--- src/rtl/poly_ctrl_pkg.sv ---
// Shared definitions for the AMNS polynomial register bank sequencer.
// The SEL_* encodings are also decoded by POLY_reg_bank.
package poly_ctrl_pkg;

  typedef enum logic [2:0] {
    ST_IDLE,
    ST_LOAD,
    ST_COMPUTE,
    ST_WAIT_RES,
    ST_STORE,
    ST_DONE
  } ctrl_state_e;

  localparam logic [1:0] SEL_A   = 2'b00;
  localparam logic [1:0] SEL_B   = 2'b01;
  localparam logic [1:0] SEL_M   = 2'b10;
  localparam logic [1:0] SEL_MP0 = 2'b11;

  // Words in one input section: full polynomials carry N*S words, M'0 only N.
  function automatic int unsigned sec_len(input int unsigned n, input int unsigned s,
                                          input logic [1:0] sel);
    return (sel == SEL_MP0) ? n : n * s;
  endfunction

  function automatic int unsigned cnt_width(input int unsigned v);
    return (v > 1) ? $clog2(v) : 1;
  endfunction

endpackage

--- src/rtl/poly_reg_bank_ctrl.sv ---
// Sequencer: loads A/B/M/M'0 word-serially, drives one multiplication schedule,
// collects S result slices and streams RES back out with back-pressure.
module poly_reg_bank_ctrl
  import poly_ctrl_pkg::*;
#(
  parameter int unsigned WORD_WIDTH = 17,
  parameter int unsigned N          = 5,
  parameter int unsigned S          = 4
) (
  input  logic                  clock,
  input  logic                  reset,
  input  logic                  start_i,
  output logic                  busy_o,
  output logic                  done_o,
  input  logic                  in_valid_i,
  output logic                  in_ready_o,
  input  logic [WORD_WIDTH-1:0] in_data_i,
  output logic                  out_valid_o,
  input  logic                  out_ready_i,
  output logic [WORD_WIDTH-1:0] out_data_o,
  input  logic                  res_valid_i,
  output logic [1:0]            INPUT_reg_sel_o,
  output logic                  INPUT_reg_en_o,
  output logic [WORD_WIDTH-1:0] INPUT_reg_din_o,
  output logic                  load_RES_reg_en_o,
  output logic                  store_RES_reg_en_o,
  output logic [S-1:0]          A_reg_coeff_rot_o,
  output logic                  B_reg_shift_o,
  output logic                  M_reg_shift_o,
  output logic                  M_prime_0_rot_o,
  input  logic [WORD_WIDTH-1:0] RES_reg_dout_i
);

  localparam int unsigned CW = cnt_width(N * S);
  localparam int unsigned JW = cnt_width(S);
  localparam int unsigned IW = cnt_width(N);

  localparam logic [CW-1:0] LAST_WORD = CW'(N * S - 1);
  localparam logic [JW-1:0] LAST_J    = JW'(S - 1);
  localparam logic [IW-1:0] LAST_I    = IW'(N - 1);

  ctrl_state_e   state_q, state_d;
  logic [1:0]    sel_q, sel_d;
  logic [CW-1:0] word_cnt_q, word_cnt_d;
  logic [JW-1:0] j_q, j_d;
  logic [IW-1:0] i_q, i_d;
  logic          last_in_sec;

  assign INPUT_reg_din_o = in_data_i;
  assign out_data_o      = RES_reg_dout_i;
  assign busy_o          = (state_q != ST_IDLE);
  assign last_in_sec     = (word_cnt_q == CW'(sec_len(N, S, sel_q) - 1));

  always_comb begin
    state_d            = state_q;
    sel_d              = sel_q;
    word_cnt_d         = word_cnt_q;
    j_d                = j_q;
    i_d                = i_q;
    done_o             = 1'b0;
    in_ready_o         = 1'b0;
    out_valid_o        = 1'b0;
    INPUT_reg_sel_o    = SEL_A;
    INPUT_reg_en_o     = 1'b0;
    load_RES_reg_en_o  = 1'b0;
    store_RES_reg_en_o = 1'b0;
    A_reg_coeff_rot_o  = '0;
    B_reg_shift_o      = 1'b0;
    M_reg_shift_o      = 1'b0;
    M_prime_0_rot_o    = 1'b0;

    case (state_q)
      ST_IDLE: begin
        if (start_i) begin
          state_d    = ST_LOAD;
          sel_d      = SEL_A;
          word_cnt_d = '0;
          j_d        = '0;
          i_d        = '0;
        end
      end

      ST_LOAD: begin
        in_ready_o      = 1'b1;
        INPUT_reg_sel_o = sel_q;
        INPUT_reg_en_o  = in_valid_i;
        if (in_valid_i) begin
          if (last_in_sec) begin
            word_cnt_d = '0;
            if (sel_q == SEL_MP0) begin
              sel_d   = SEL_A;
              state_d = ST_COMPUTE;
            end else begin
              sel_d = sel_q + 2'd1;
            end
          end else begin
            word_cnt_d = word_cnt_q + CW'(1);
          end
        end
      end

      // j selects the A coefficient section; B/M advance once per full i sweep.
      ST_COMPUTE: begin
        A_reg_coeff_rot_o = S'(1) << j_q;
        M_prime_0_rot_o   = 1'b1;
        if (i_q == LAST_I) begin
          B_reg_shift_o = 1'b1;
          M_reg_shift_o = 1'b1;
          i_d           = '0;
          if (j_q == LAST_J) begin
            j_d     = '0;
            state_d = ST_WAIT_RES;
          end else begin
            j_d = j_q + JW'(1);
          end
        end else begin
          i_d = i_q + IW'(1);
        end
      end

      // j is reused here as the slice counter.
      ST_WAIT_RES: begin
        load_RES_reg_en_o = res_valid_i;
        if (res_valid_i) begin
          if (j_q == LAST_J) begin
            j_d        = '0;
            word_cnt_d = '0;
            state_d    = ST_STORE;
          end else begin
            j_d = j_q + JW'(1);
          end
        end
      end

      ST_STORE: begin
        out_valid_o        = 1'b1;
        store_RES_reg_en_o = out_ready_i;
        if (out_ready_i) begin
          if (word_cnt_q == LAST_WORD) begin
            word_cnt_d = '0;
            state_d    = ST_DONE;
          end else begin
            word_cnt_d = word_cnt_q + CW'(1);
          end
        end
      end

      ST_DONE: begin
        done_o  = 1'b1;
        state_d = ST_IDLE;
      end

      default: state_d = ST_IDLE;
    endcase
  end

  always_ff @(posedge clock) begin
    if (reset) begin
      state_q    <= ST_IDLE;
      sel_q      <= SEL_A;
      word_cnt_q <= '0;
      j_q        <= '0;
      i_q        <= '0;
    end else begin
      state_q    <= state_d;
      sel_q      <= sel_d;
      word_cnt_q <= word_cnt_d;
      j_q        <= j_d;
      i_q        <= i_d;
    end
  end

endmodule
--- config.mk ---
export PLATFORM = sky130hd
export DESIGN_NAME = poly_reg_bank_ctrl
export DESIGN_NICKNAME = d
export VERILOG_FILES = /design/src/rtl/poly_ctrl_pkg.sv /design/src/rtl/poly_reg_bank_ctrl.sv
export SDC_FILE = /design/constraint.sdc
export NUM_CORES = 1
export LEC_CHECK = 0
export ABC_AREA = 1
export CORE_UTILIZATION = 64
export DETAILED_ROUTE_END_ITERATION = 12
export DONT_BUFFER_PORTS = 1
export PLACE_DENSITY_LB_ADDON = 0.08
export REMOVE_ABC_BUFFERS = 1
export SYNTH_ARGS = -nofsm -noshare
export SYNTH_HDL_FRONTEND = slang
export SYNTH_SLANG_ARGS = --single-unit
--- constraint.sdc ---
create_clock -name clock -period 1.4 [get_ports clock]
set_input_delay 0.21 -clock clock [delete_from_list [all_inputs] [get_ports clock]]
set_output_delay 0.21 -clock clock [all_outputs]
set_load 0.01 [all_outputs]
### After elaboration in Yosys (flattened, before gate mapping)

Cells that the tools add are included.
W data, S select, Z words.

* register bits after elaboration: 15
* bits of input ports: 40
* output and inout port bits: 50
* logic and storage cells: 85

* add/sub/neg operators: 5
* eq/ne operators: 20
* shift operators: 1
* multiplexer cells: 43
* reduce and logical (&&, ||, !) cells: 11

Operators with widths (number)
* $mux W5: 8
* $mux W3: 12
* $ne A2 B2 Y1 const B: 10
* $pmux W5 S4: 1
* $mux W2: 8
* $pmux W3 S5: 1
* $reduce_and A10 Y1: 1
* $eq A3 B3 Y1 const B: 3
* $mux W1: 9
* $reduce_and A4 Y1: 2
* $eq A3 B2 Y1 const B: 2
* $pmux W2 S3: 1
* $pmux W3 S2: 1
* $reduce_and A6 Y1: 1
* $reduce_bool A3 Y1: 2
* $add A5 B1 Y5 const B: 1
* $eq A5 B5 Y1: 1
* $eq A5 B5 Y1 const B: 1
* $sub A5 B1 Y5 const B: 1
* $add A2 B1 Y2 const B: 2
* $eq A2 B2 Y1 const B: 2
* $mux W4: 1
* $pmux W2 S2: 1
* $reduce_bool A2 Y1: 2
* other kinds (6): 6

### Depth between registers and ports, before layout

* word-level depth: 7
* gate-level depth with buffers: 12
* mapped depth without buffers: 12

### Worst setup path before layout

Ideal clock, no wire load.

* kind: reg2out
* start: reg state_q[1]
* end: out M_reg_shift_o
* data arrival time: 1100 ps
* data required time: 1190 ps
* path slack: 90 ps
* cell stages (with the launch flop): 7
* cell sequence: dfxtp_1 buf_6 inv_2 nor2_4 nand2_4 nor2_1 buf_4

* word-level cells in the longest chain between the ends: 2

Ends and longest elaborated chain
* start, declared: RTL line poly_reg_bank_ctrl.sv:42 `ctrl_state_e state_q, state_d;`
* start signal, assigned: RTL line poly_reg_bank_ctrl.sv:165 `state_q <= state_d;`
* $eq A3 B2 Y1
* $mux W1
* end, declared: RTL line poly_reg_bank_ctrl.sv:29 `output logic M_reg_shift_o,`

Every way passes these cells.

### Worst setup path after layout

* start: reg state_q[1]
* end: out A_reg_coeff_rot_o[2]

* word-level cells in the longest chain between the ends: 2

Ends and longest elaborated chain
* $eq A3 B2 Y1: RTL line poly_reg_bank_ctrl.sv:72 `case (state_q)`
* $mux W4: RTL line poly_reg_bank_ctrl.sv:72
* end, declared: RTL line poly_reg_bank_ctrl.sv:27 `output logic [S-1:0] A_reg_coeff_rot_o,`

Every way passes these cells.

==> implementation parameters <==
Parameter                              Value

Floorplanning
  Starting Density    0.7037
  Die area    approximately 2700 µm²
  Die span in x    around 52 µm
  Count of standard-cell rows    17
  Area of the core region    2297 µm²
  Vertical die dimension    52.26 µm
  I/O pin count    90

Route
  Via count of the routed design    1,521
  M1 WL    2009 µm
  Starting DRT DRC Count    65
  Routed length on met3    820 µm
  Routed len/inst    roughly 20 µm
  Remaining antenna violation count    0
  Top Metal Used    met4
  Vias per cell    5.697
  Sum of routed wire length over all layers    between 5000 and 6000 µm
  Amount of wire on met2 after detailed routing    2295 µm
  Detailed-route DRC error count    0
  1st-pass router iterations    5

Logic synthesis
  Post-synthesis register bit count    15
  Area contributors post-synth    sky130_fd_sc_hd__dfxtp_1 (19%), sky130_fd_sc_hd__buf_4 (16%), sky130_fd_sc_hd__nand2_1 (11%), sky130_fd_sc_hd__ha_1 (7.0%), sky130_fd_sc_hd__inv_1 (6.3%)
  Portion of synthesized cell area occupied by the leading cell type    0.1858
  Number of distinct library cells after synthesis    29
  Sequential fraction of the synthesis area    0.1858
  Number of cells produced by synthesis    around 230
  Fraction of registers with async set or reset after synthesis    0
  Most numerous cell in the Yosys netlist    sky130_fd_sc_hd__nand2_1
  Post-synth EDFFs    0
  List of most frequent post-synthesis cells    sky130_fd_sc_hd__nand2_1 (48), sky130_fd_sc_hd__buf_4 (35), sky130_fd_sc_hd__inv_1 (27), sky130_fd_sc_hd__nor2_1 (24), sky130_fd_sc_hd__dfxtp_1 (15)
  Synthesis warning total    0
  Cell Area, Synth    1617 µm²
  Syn_area_per_cell    6.938 µm²
  Library cell with the largest summed area after synthesis    sky130_fd_sc_hd__dfxtp_1
  Top_reg_cell synth    sky130_fd_sc_hd__dfxtp_1

Worst setup path
  Top delay family on crit path    flip-flops
  Crit. End Element    output pin
  Worst setup SP type    flip-flop
  Worst Reg2Reg Path Length in Cells    9
  Critical path buffer and inverter count    2
  Critical path fanouts, max    6
  Cells along the critical path    inv_8 -> nor2_4 -> nand2_4 -> buf_8 -> nor2_4
  Highest cell delay on the worst timing path    0.47 ns
  Category of the most critical setup path    reg2out
  Worst reg-to-reg setup slack    -0.04 ns
  Capture point of the worst reg-to-reg path    word_cnt_q[0]
  Reg-to-Reg Start    state_q[0]
  Crit path DAT    1.27 ns
  Required time at the endpoint of the critical path    1.19 ns
  Crit-path most repeated cell    sky130_fd_sc_hd__nor2_4
  Slowest cell on the critical path    sky130_fd_sc_hd__dfxtp_4

STA
  Setup ws final    -0.07950 ns
  Count of endpoints failing hold in the final timing report    0
  Slew @ Worst Pin    0.4220 ns
  # setup viols final    14
  Setup repair after global routing missed its margin    true
  Final hold slack    0.2682 ns
  Shortest clock period the worst path allows after layout    1.479 ns
  Clock Skews    0.001168 ns
  Period utilisation layout    1.057
  Slew HR    0.7178
  Maximum clock frequency    0.6759 GHz
  Final count of pins violating max slew    0

Finish
  # diodes    0
  Ratio of cells with drive above 1 in the final layout    0.5272
  Nets    289
  Count of non-filler cells in the finished layout    267
  Post-Layout Inst Area    roughly 1900 µm²
  Area Overhead vs Synth    20.43%

Placed design
  Hpwl dp    3772 µm
  Input/output buffers    0
  Total placed cells including tap cells    251
  RD Place Congestion    around 0.90
  Area after DPL    1578 µm²

Clock tree
  Clock tree from TritonCTS    yes
  # H-tree levels    1
  Number of sinks handled by clock tree synthesis    15
  Clock insertion delay at the later pin of the skew report    0.29 ns
  Clock-pin transition on the worst setup and hold timing paths    0.09 ns
  Clock buffers created by TritonCTS    3
  Cell at the root of the clock tree    sky130_fd_sc_hd__clkbuf_4
  Maximum number of buffers from clock root to sink    2

Global route
  Number of antenna violations at the first check in global routing    0
  Total grt overflow    0
  Global-route wire length before repair    6982 µm
  Pin count of the biggest net entering global routing    10
  Vias in the first global route    1,306
  All-Layer GR Usage    0.3712

Power
  Peak supply drop    1159 µV
  Leakage power of the design    0.8913 nW
  PD cells    1619 nW/µm²

Hold path
  Worst Hold Launch    reset
  Hold EP    state_q[0]
  Worst hold path cell count    3
  Hold Crit Class    in2reg

Run status
  Status    complete, but fails checks
  Violated checks    negative setup slack

Job
  Number of max-capacitance violations reported    0
==> report_power, final <==
| part | internal (mW) | leakage [nW] | switching (mW) |
|---|---|---|---|
| Combinational | 0.981 | 0.748 | 1.27 |
| Clock | 0.111 | 0.0150 | 0.153 |
| Sequential | 0.515 | 0.128 | 0.126 |
==> worst max-delay path by stage <==
stage | startpoint | end | slack [ns] | cells past startpoint
floorplan | state_q[1] | B_reg_shift_o | -0.03 | 4
global placement | state_q[2] | word_cnt_q[4] | -0.11 | 7
detailed placement | state_q[2] | word_cnt_q[4] | -0.15 | 7
CTS | state_q[1] | A_reg_coeff_rot_o[0] | -0.06 | 6
global route | sel_q[0] | state_q[1] | -0.13 | 10
finish | state_q[1] | A_reg_coeff_rot_o[2] | -0.08 | 5
==> logic make-up after synthesis <==
logic type / Yosys count / share of synthesized area
adder cells (fa/ha/maj): 9 / 0.06966
XOR/XNOR: 1 / 0.005419
AO/OA/AOI/OAI: 17 / 0.05806
buffers and inverters: 74 / 0.2717
flip-flops: 15 / 0.1858
AND/OR/NAND/NOR: 117 / 0.4094
==> through the flow <==
step | setup TNS (ns) | setup slack [ns] | total power, mW | utilization
2_1_floorplan | -0.1879 | -0.02609 | 1.780 | -
3_3_place_gp | -0.8228 | -0.1111 | 2.280 | 0.6868
3_5_place_dp | -1.252 | -0.1470 | 2.321 | 0.6868
4_1_cts | -0.3347 | -0.05511 | 2.795 | 0.7609
5_1_grt | -1.635 | -0.1263 | 3.322 | 0.8475
6_report | -0.5161 | -0.07950 | 3.152 | 0.8475
==> tightest hold or removal path: cells and delay by family <==
kind / cells / cell delay (ns)
buf+inv: 1 / 0.17
simple gates: 2 / 0.15
==> routing by layer <==
metal / global-route usage / up-vias
met4: 0.1053 / 0
li1: - / 702
met5: 0.1190 / -
met3: 0.2754 / 19
met1: 0.4139 / 704
met2: 0.5427 / 96
==> state kept, by name, indices dropped and copies added, names as in the netlist <==
signal / flops
state_q: 3
sel_q: 2
j_q: 2
word_cnt_q: 5
i_q: 3
==> final cells by class <==
type / instances / area, µm²
tap: 28 / 35.03
sequential: 15 / 326.6
multi-input combinational: 144 / 1056
clock buffer: 4 / 26.28
inverter: 36 / 155.1
fill: 140 / 350.3
timing repair buffer: 40 / 347.8
==> placed cells by master (no fill, tap or decap), types with 6 or more instances in the layout <==
cell and count:
sky130_fd_sc_hd__nor2_4 10, sky130_fd_sc_hd__buf_6 10, sky130_fd_sc_hd__nor2_2 7, sky130_fd_sc_hd__nand2_4 6, sky130_fd_sc_hd__nand3_2 6, sky130_fd_sc_hd__nand2_1 38, sky130_fd_sc_hd__inv_1 23, sky130_fd_sc_hd__dfxtp_2 6
sky130_fd_sc_hd__nand2_2 16, sky130_fd_sc_hd__nor2_1 15, sky130_fd_sc_hd__buf_4 28, sky130_fd_sc_hd__a21oi_1 6
==> repair_timing <==
action	CTS	global route
setup buffers	8	6
endpoints found under the hold margin	6	0
pin swaps	6	23
resized for setup	29	53
hold buffers	1	0
setup endpoints to repair	30	29
Note: power is estimated with default switching activity, not from simulation.
